--- src/rtl/ccg_bist_harness.sv ---
// BIST harness for generated CCG combinational benchmarks: drives LFSR or exhaustive
// stimulus into a CUT and compacts its (optionally latency-delayed) response into a 32-bit MISR.
module ccg_bist_harness #(
    parameter int          N_IN    = 25,
    parameter int          N_OUT   = 11,
    parameter int          N_PAT   = 1024,
    parameter int          CUT_LAT = 0,
    parameter logic [63:0] SEED    = 64'h1
) (
    input  logic             clk,
    input  logic             rst_n,
    input  logic             start,
    input  logic             abort,
    input  logic             mode,
    input  logic [31:0]      exp_sig,
    input  logic [N_OUT-1:0] cut_out,
    output logic [N_IN-1:0]  cut_in,
    output logic             busy,
    output logic             done,
    output logic             pass,
    output logic [31:0]      signature,
    output logic [20:0]      pat_cnt
);

    typedef enum logic [1:0] {
        IDLE,
        RUN,
        DRAIN,
        DONE
    } state_t;

    // An all-zero seed would lock the LFSR, so it is silently promoted to 1.
    localparam logic [63:0] SEED_EFF   = (SEED == 64'h0) ? 64'h1 : SEED;
    localparam logic [63:0] LFSR_TAPS  = 64'hD800_0000_0000_0000;
    localparam logic [31:0] MISR_TAPS  = 32'hEDB8_8320;
    localparam logic [20:0] PAT_LAST   = 21'(N_PAT - 1);
    localparam logic [20:0] PAT_MAX    = 21'(N_PAT);
    localparam int          DW         = (CUT_LAT > 0) ? CUT_LAT : 1;
    localparam logic [2:0]  DRAIN_LAST = 3'(DW - 1);

    state_t            state;
    state_t            next_state;
    logic [63:0]       gen;
    logic              mode_q;
    logic [31:0]       sig;
    logic [20:0]       cnt;
    logic [N_IN-1:0]   cut_in_q;
    logic [2:0]        drain_cnt;
    logic              start_ok;
    logic              last_pat;
    logic              vld_now;
    logic              vld_dly;
    logic [63:0]       gen_step;
    logic [63:0]       out_ext;
    logic [31:0]       sig_step;

    always_comb begin
        start_ok = start && ((state == IDLE) || (state == DONE));
        last_pat = (state == RUN) && (cnt == PAT_LAST);
        vld_now  = (state == RUN);
        out_ext  = 64'(cut_out);
        sig_step = {1'b0, sig[31:1]} ^ (sig[0] ? MISR_TAPS : 32'h0)
                 ^ out_ext[31:0] ^ out_ext[63:32];
        if (mode_q) begin
            gen_step = gen + 64'd1;
        end else begin
            gen_step = {1'b0, gen[63:1]} ^ (gen[0] ? LFSR_TAPS : 64'h0);
        end
    end

    // The valid pipeline lines each compaction up with the response of a registered CUT.
    generate
        if (CUT_LAT == 0) begin : g_nolat
            assign vld_dly = vld_now;
        end else begin : g_lat
            logic [CUT_LAT-1:0] vld_sr;

            always_ff @(posedge clk) begin
                if (!rst_n || abort) begin
                    vld_sr <= '0;
                end else begin
                    vld_sr[0] <= vld_now;
                    for (int i = 1; i < CUT_LAT; i++) begin
                        vld_sr[i] <= vld_sr[i-1];
                    end
                end
            end

            assign vld_dly = vld_sr[CUT_LAT-1];
        end
    endgenerate

    always_ff @(posedge clk) begin
        if (!rst_n) begin
            state <= IDLE;
        end else begin
            state <= next_state;
        end
    end

    always_comb begin
        next_state = state;
        case (state)
            IDLE, DONE: begin
                if (start) begin
                    next_state = RUN;
                end
            end
            RUN: begin
                if (last_pat) begin
                    next_state = (CUT_LAT > 0) ? DRAIN : DONE;
                end
            end
            DRAIN: begin
                if (drain_cnt == DRAIN_LAST) begin
                    next_state = DONE;
                end
            end
            default: next_state = IDLE;
        endcase
        if (abort) begin
            next_state = IDLE;
        end
    end

    // Abort freezes signature and count for inspection but parks the CUT on an all-zero vector.
    always_ff @(posedge clk) begin
        if (!rst_n) begin
            gen       <= 64'h0;
            mode_q    <= 1'b0;
            sig       <= 32'h0;
            cnt       <= 21'h0;
            cut_in_q  <= '0;
            drain_cnt <= 3'h0;
        end else if (abort) begin
            cut_in_q  <= '0;
            drain_cnt <= 3'h0;
        end else begin
            if (start_ok) begin
                mode_q <= mode;
                cnt    <= 21'h0;
                if (mode) begin
                    gen      <= 64'h0;
                    cut_in_q <= '0;
                end else begin
                    gen      <= SEED_EFF;
                    cut_in_q <= SEED_EFF[N_IN-1:0];
                end
            end else if (state == RUN) begin
                gen <= gen_step;
                if (cnt != PAT_MAX) begin
                    cnt <= cnt + 21'd1;
                end
                if (!last_pat) begin
                    cut_in_q <= gen_step[N_IN-1:0];
                end
            end

            if (start_ok) begin
                sig <= 32'hFFFF_FFFF;
            end else if (vld_dly) begin
                sig <= sig_step;
            end

            if (state == DRAIN) begin
                drain_cnt <= drain_cnt + 3'd1;
            end else begin
                drain_cnt <= 3'h0;
            end
        end
    end

    assign cut_in    = cut_in_q;
    assign busy      = (state == RUN) || (state == DRAIN);
    assign done      = (state == DONE);
    assign pass      = (state == DONE) && (sig == exp_sig);
    assign signature = sig;
    assign pat_cnt   = cnt;

endmodule
--- config.mk ---
export PLATFORM = sky130hd
export DESIGN_NAME = ccg_bist_harness
export DESIGN_NICKNAME = d
export VERILOG_FILES = /design/src/rtl/ccg_bist_harness.sv
export SDC_FILE = /design/constraint.sdc
export NUM_CORES = 1
export LEC_CHECK = 0
export ABC_CLOCK_PERIOD_IN_PS = 2750
export CORE_UTILIZATION = 34
export DETAILED_ROUTE_END_ITERATION = 7
export GPL_ROUTABILITY_DRIVEN = 0
export SLEW_MARGIN = 20
export SYNTH_ARGS = -nofsm -noshare
export SYNTH_HDL_FRONTEND = slang
export SYNTH_SLANG_ARGS = --single-unit
--- constraint.sdc ---
create_clock -name clk -period 2.75 [get_ports clk]
set_input_delay 0.825 -clock clk [delete_from_list [all_inputs] [get_ports clk]]
set_output_delay 0.825 -clock clk [all_outputs]
set_load 0.05 [all_outputs]
-- After elaboration in Yosys (flattened, before gate mapping)
Cells that the tools add are included.
- $add $sub $neg: 3
- eq/ne operators: 10
- bitwise operators: 6
- reduce and logical (&&, ||, !) cells: 17
- mux-type cells: 19
- operator list (cell ; count):
    two-way mux 64 bit ; 4
    two-way mux 32 bit ; 3
    two-way mux 25 bit ; 3
    adder 64 x 1 -> 64 bit (second input constant) ; 1
    XOR 63 x 64 -> 64 bit ; 1
    two-way mux 21 bit ; 3
    == test 32 bit ; 1
    XOR 31 x 32 -> 32 bit ; 1
    XOR 32 x 11 -> 32 bit ; 1
    adder 21 x 1 -> 21 bit (second input constant) ; 1
    == test 21 x 10 -> 1 bit (second input constant) ; 1
    inequality test 21 x 11 -> 1 bit (second input constant) ; 1
    inequality test 2 bit (second input constant) ; 4
    two-way mux 2 bit ; 3
    case mux 2 bit (3 select lines) ; 1
    AND reduction 2 bit ; 3
    AND reduction 3 bit ; 2
    == test 2 bit (second input constant) ; 2
    nonzero test 2 bit ; 2
    OR reduction 2 bit ; 2
    adder 3 x 1 -> 3 bit (second input constant) ; 1
    logical AND 1 bit ; 3
    logical NOT 3 bit ; 1
    inverter 1 bit ; 3
    5 further kinds ; 7
- bits in registers: 148
- input bits: 48
- output and inout port bits: 81

-- Longest topological paths before layout
- depth after elaboration: 6
- gate-level depth with buffers: 10

-- Worst setup path after synthesis
No wires, ideal clock.
- path type: reg-to-output
- start point: register sig[0] (netlist: signature[0])
- end point: output port pass
- path buffers: 1
- setup slack: -1216 ps
- arrival time: 3141 ps
- cell stages (with the launch flop): 7
- required time: 1925 ps
- path through: dfxtp_1 > clkbuf_1 > xnor2_1 > nand4_1 > nor4_1 > nand4_1 > nor4_1
- word-level cells in the longest chain between the ends: 2
- RTL lines (what ; RTL line ; text):
    start: declaration ; 45 ; logic [31:0] sig;
    start signal: assignment ; 162 ; sig <= sig_step;
    == test 32 bit ; 176 ; assign pass = (state == DONE) && (sig == exp_sig);
    logical AND 1 bit ; 176 ;
    end: declaration ; 20 ; output logic pass,
No other way between the ends.

-- Final worst setup path
- start point: input port exp_sig[3]
- end point: output port pass
- word-level cells in the longest chain between the ends: 2
- RTL lines (what ; RTL line ; text):
    start: declaration ; 15 ; input logic [31:0] exp_sig,
    == test 32 bit ; 176 ;
    logical AND 1 bit ; 176 ;
No other way between the ends.

==> results.cfg <==
[clock_network]
cts_max_level = 4
clkTransAtPathRegs_ns = 0.06
cts_tree = yes
numCtsBuffers = 17
clockBufferDepth = 2
clock_sinks = 148
cts_hold_buffers = 0
clk_latency_ns = 0.43
post_cts_buffers = 0
cts_root_buf = clkbuf_16

[drt]
first_iter_violations = 541
routed_wl_um = 24100
drc = 0
final_antenna_net_count = 0
vias = 7772
first_pass_iters = 7
viasPerCell = 5.34
wire_per_inst_um = 16.5

[finish]
diodes = 0
drive_above_1_share = 0.164
nets = 1179
finalNonFillerCells = 1455
multi_input_area_um2 = 4880
seq_area_um2 = 2970
mostFrequentLayoutCells = dfxtp_1, nand2_1, clkdlybuf4s50_1
syn2layout_area_growth_pct = 32.8
fillers = 2313
layout_commonest_cell = dfxtp_1

[timing]
setup_viol = 1
fmax_mhz = 343
min_period_over_period = 1.06
tns_ns = -0.168
final_max_slew_viol_count = 0
finalWorstSetupSlack_ns = -0.168
slew_headroom = 0.467
hold_ws_ns = 0.444
hold_viol_final = 0
layout_min_cycle_time_ns = 2.92
worst_slew_pin_slew_ns = 0.799
rsz0062_at_grt = yes
skew_ns = 0.0104

[pwr]
peakVddDrop_uv = 314
power_frac_comb = 0.157
power_frac_clock = 0.432
powerDensity_nw_per_um2 = 518
internal_power_w = 0.00395
seqPwrFrac = 0.412
p_switching_w = 0.00162
p_leak_nw = 3.78
power_w = 0.00557
sw_frac_of_total = 0.291

[synthesis]
yosys-top-cells-area = dfxtp_1, xnor2_1, xor2_1, nand2_1, o21ai_0
synth-async-reset-ratio = 0
ys.flop_type = dfxtp_1
yosysUniqueCellTypes = 65
yosysTopAreaCell = dfxtp_1
synth_top_cell_area_share = 0.366
syn_nets = 1031
avgSynthCellArea_um2 = 8.31
netlist_area_um2 = 8100
synth_seq_area_share = 0.366
synth_edf_count = 0
ys_warn_count = 0
ys_ff_latch = 148
synth_cells = 975

[status]
status = complete, but fails checks
violations = setup timing

[floorplanning]
die_x_um = 156
io_pins = 129
coreArea_um2 = 23400
initial_core_util = 0.346
rows = 56
die_y_um = 156
fp.dieArea_um2 = 24500

[critical_path]
end_kind = output pin
crit_path_start_kind = input pin
crit_start = exp_sig[3]
critPathRequiredTime_ns = 1.93
r2r_start = pat_cnt[2]$_SDFFE_PN0P_
arrival_ns = 2.09
critPathKind = input pin to output pin
crit_fanout = 1

[placed_design]
dp_hpwl_um = 17200
dp_slack_ns = -0.553
io_buffers = 128
dp_cells = 1423

[job]
cap_violations = 0

[global_route]
grt_pass1_wl_um = 38300
grt_antenna_before_repair = 0
grt_util_all_layers = 0.198
grt-ovfl-total = 0
grt_pass1_vias = 7148
grt_start_max_net_pins = 44

[hold_path]
hold_path_startpoint = drain_cnt[0]$_SDFF_PP0_
min_path_type = register to register
[sequential cells by signal (all words and copies together) (netlist names)]
register   cells
gen           64
pat_cnt       21
drain_cnt      3
mode_q         1
signature     32
state          2
cut_in        25
[stage by stage]
| stage | cell area [um2] | util |
|---|---|---|
| finish | 10800 | 0.460 |
| global route | 10800 | 0.460 |
| floorplan | 8170 | - |
| CTS | 10700 | 0.459 |
| global placement | 10100 | 0.433 |
| detailed placement | 10100 | 0.433 |
[power groups by stage]
| stage | Combinational [W] | Clock [W] | Sequential, W |
|---|---|---|---|
| floorplan | 0.000363 | 0 | 0.00248 |
| finish | 0.000872 | 0.00240 | 0.00229 |
| global placement | 0.000874 | 0 | 0.00234 |
| detailed placement | 0.000875 | 0 | 0.00234 |
| global route | 0.000929 | 0.00254 | 0.00230 |
| CTS | 0.000875 | 0.00245 | 0.00229 |
[cell usage after synthesis, types with 7 or more instances]
library cell  number
nand3_1           39
o221a_2           30
nand4_1           38
and3_1            12
xor2_1            47
a21oi_1           42
mux2i_1           12
nor3_1            24
nand2_1          102
dfxtp_1          148
clkbuf_1          44
o22ai_1            9
buf_2             14
a32o_1             7
inv_1             26
a22oi_1           19
nor4_1            22
ha_1               8
o21ai_0           68
o2111ai_1          7
or3_1              7
xnor2_1           66
nor2_1            78
[timing repair]
| item | CTS | global route |
|---|---|---|
| pin swaps | 22 | 8 |
| hold endpoints to repair | 0 | 0 |
| endpoints found under the setup margin | 2 | 2 |
| gates resized for setup | 63 | 9 |
[worst paths after layout]
| check | end | slack, ns | cells after the start |
|---|---|---|---|
| worst max-delay path | pass | -0.17 | 5 |
| worst min-delay path | drain_cnt[0]$_SDFF_PP0_ | 0.44 | 1 |
| worst max register to register | cut_in[12]$_SDFFE_PP0P_ | 0.34 | 6 |
| worst min register to register | drain_cnt[0]$_SDFF_PP0_ | 0.44 | 1 |
[final cells by class]
class	instances	share of cell area
clock buffers	18	0.0408
clock inverters	14	0.0152
inverters	28	0.00977
multi-input cells	734	0.454
flip-flops and latches	148	0.276
well taps	319	0.0371
repair buffers	194	0.168
[logic make-up (layout without fill, tap and decap cells)]
family                   after synthesis  in the layout  synth area share
AND/OR/NAND/NOR                      367            367             0.237
flip-flops                           148            148             0.366
AO/OA/AOI/OAI                        233            233             0.200
buffers and inverters                 93            254            0.0462
XOR/XNOR                             113            113             0.122
multiplexers                          13             13            0.0162
adder cells (fa/ha/maj)                8              8            0.0124
[metal layers]
layer / wire, um / part of all wire / GRT usage / vias up
met1: 11500 / 0.48 / 0.268 / 3684
met4: 161 / 0.0067 / 0.0481 / 0
li1: - / - / - / 3852
met5: 0 / 0 / 0 / -
met3: 1300 / 0.054 / 0.0330 / 10
met2: 11200 / 0.46 / 0.326 / 226
[critical path, stage by stage]
cell and delay [ns]:
clkdlybuf4s50_1 0.47, xnor2_1 0.12, nand4_1 0.16, nor4_4 0.34, buf_12 0.18
No activity file was read; power rests on OpenSTA's default activity.
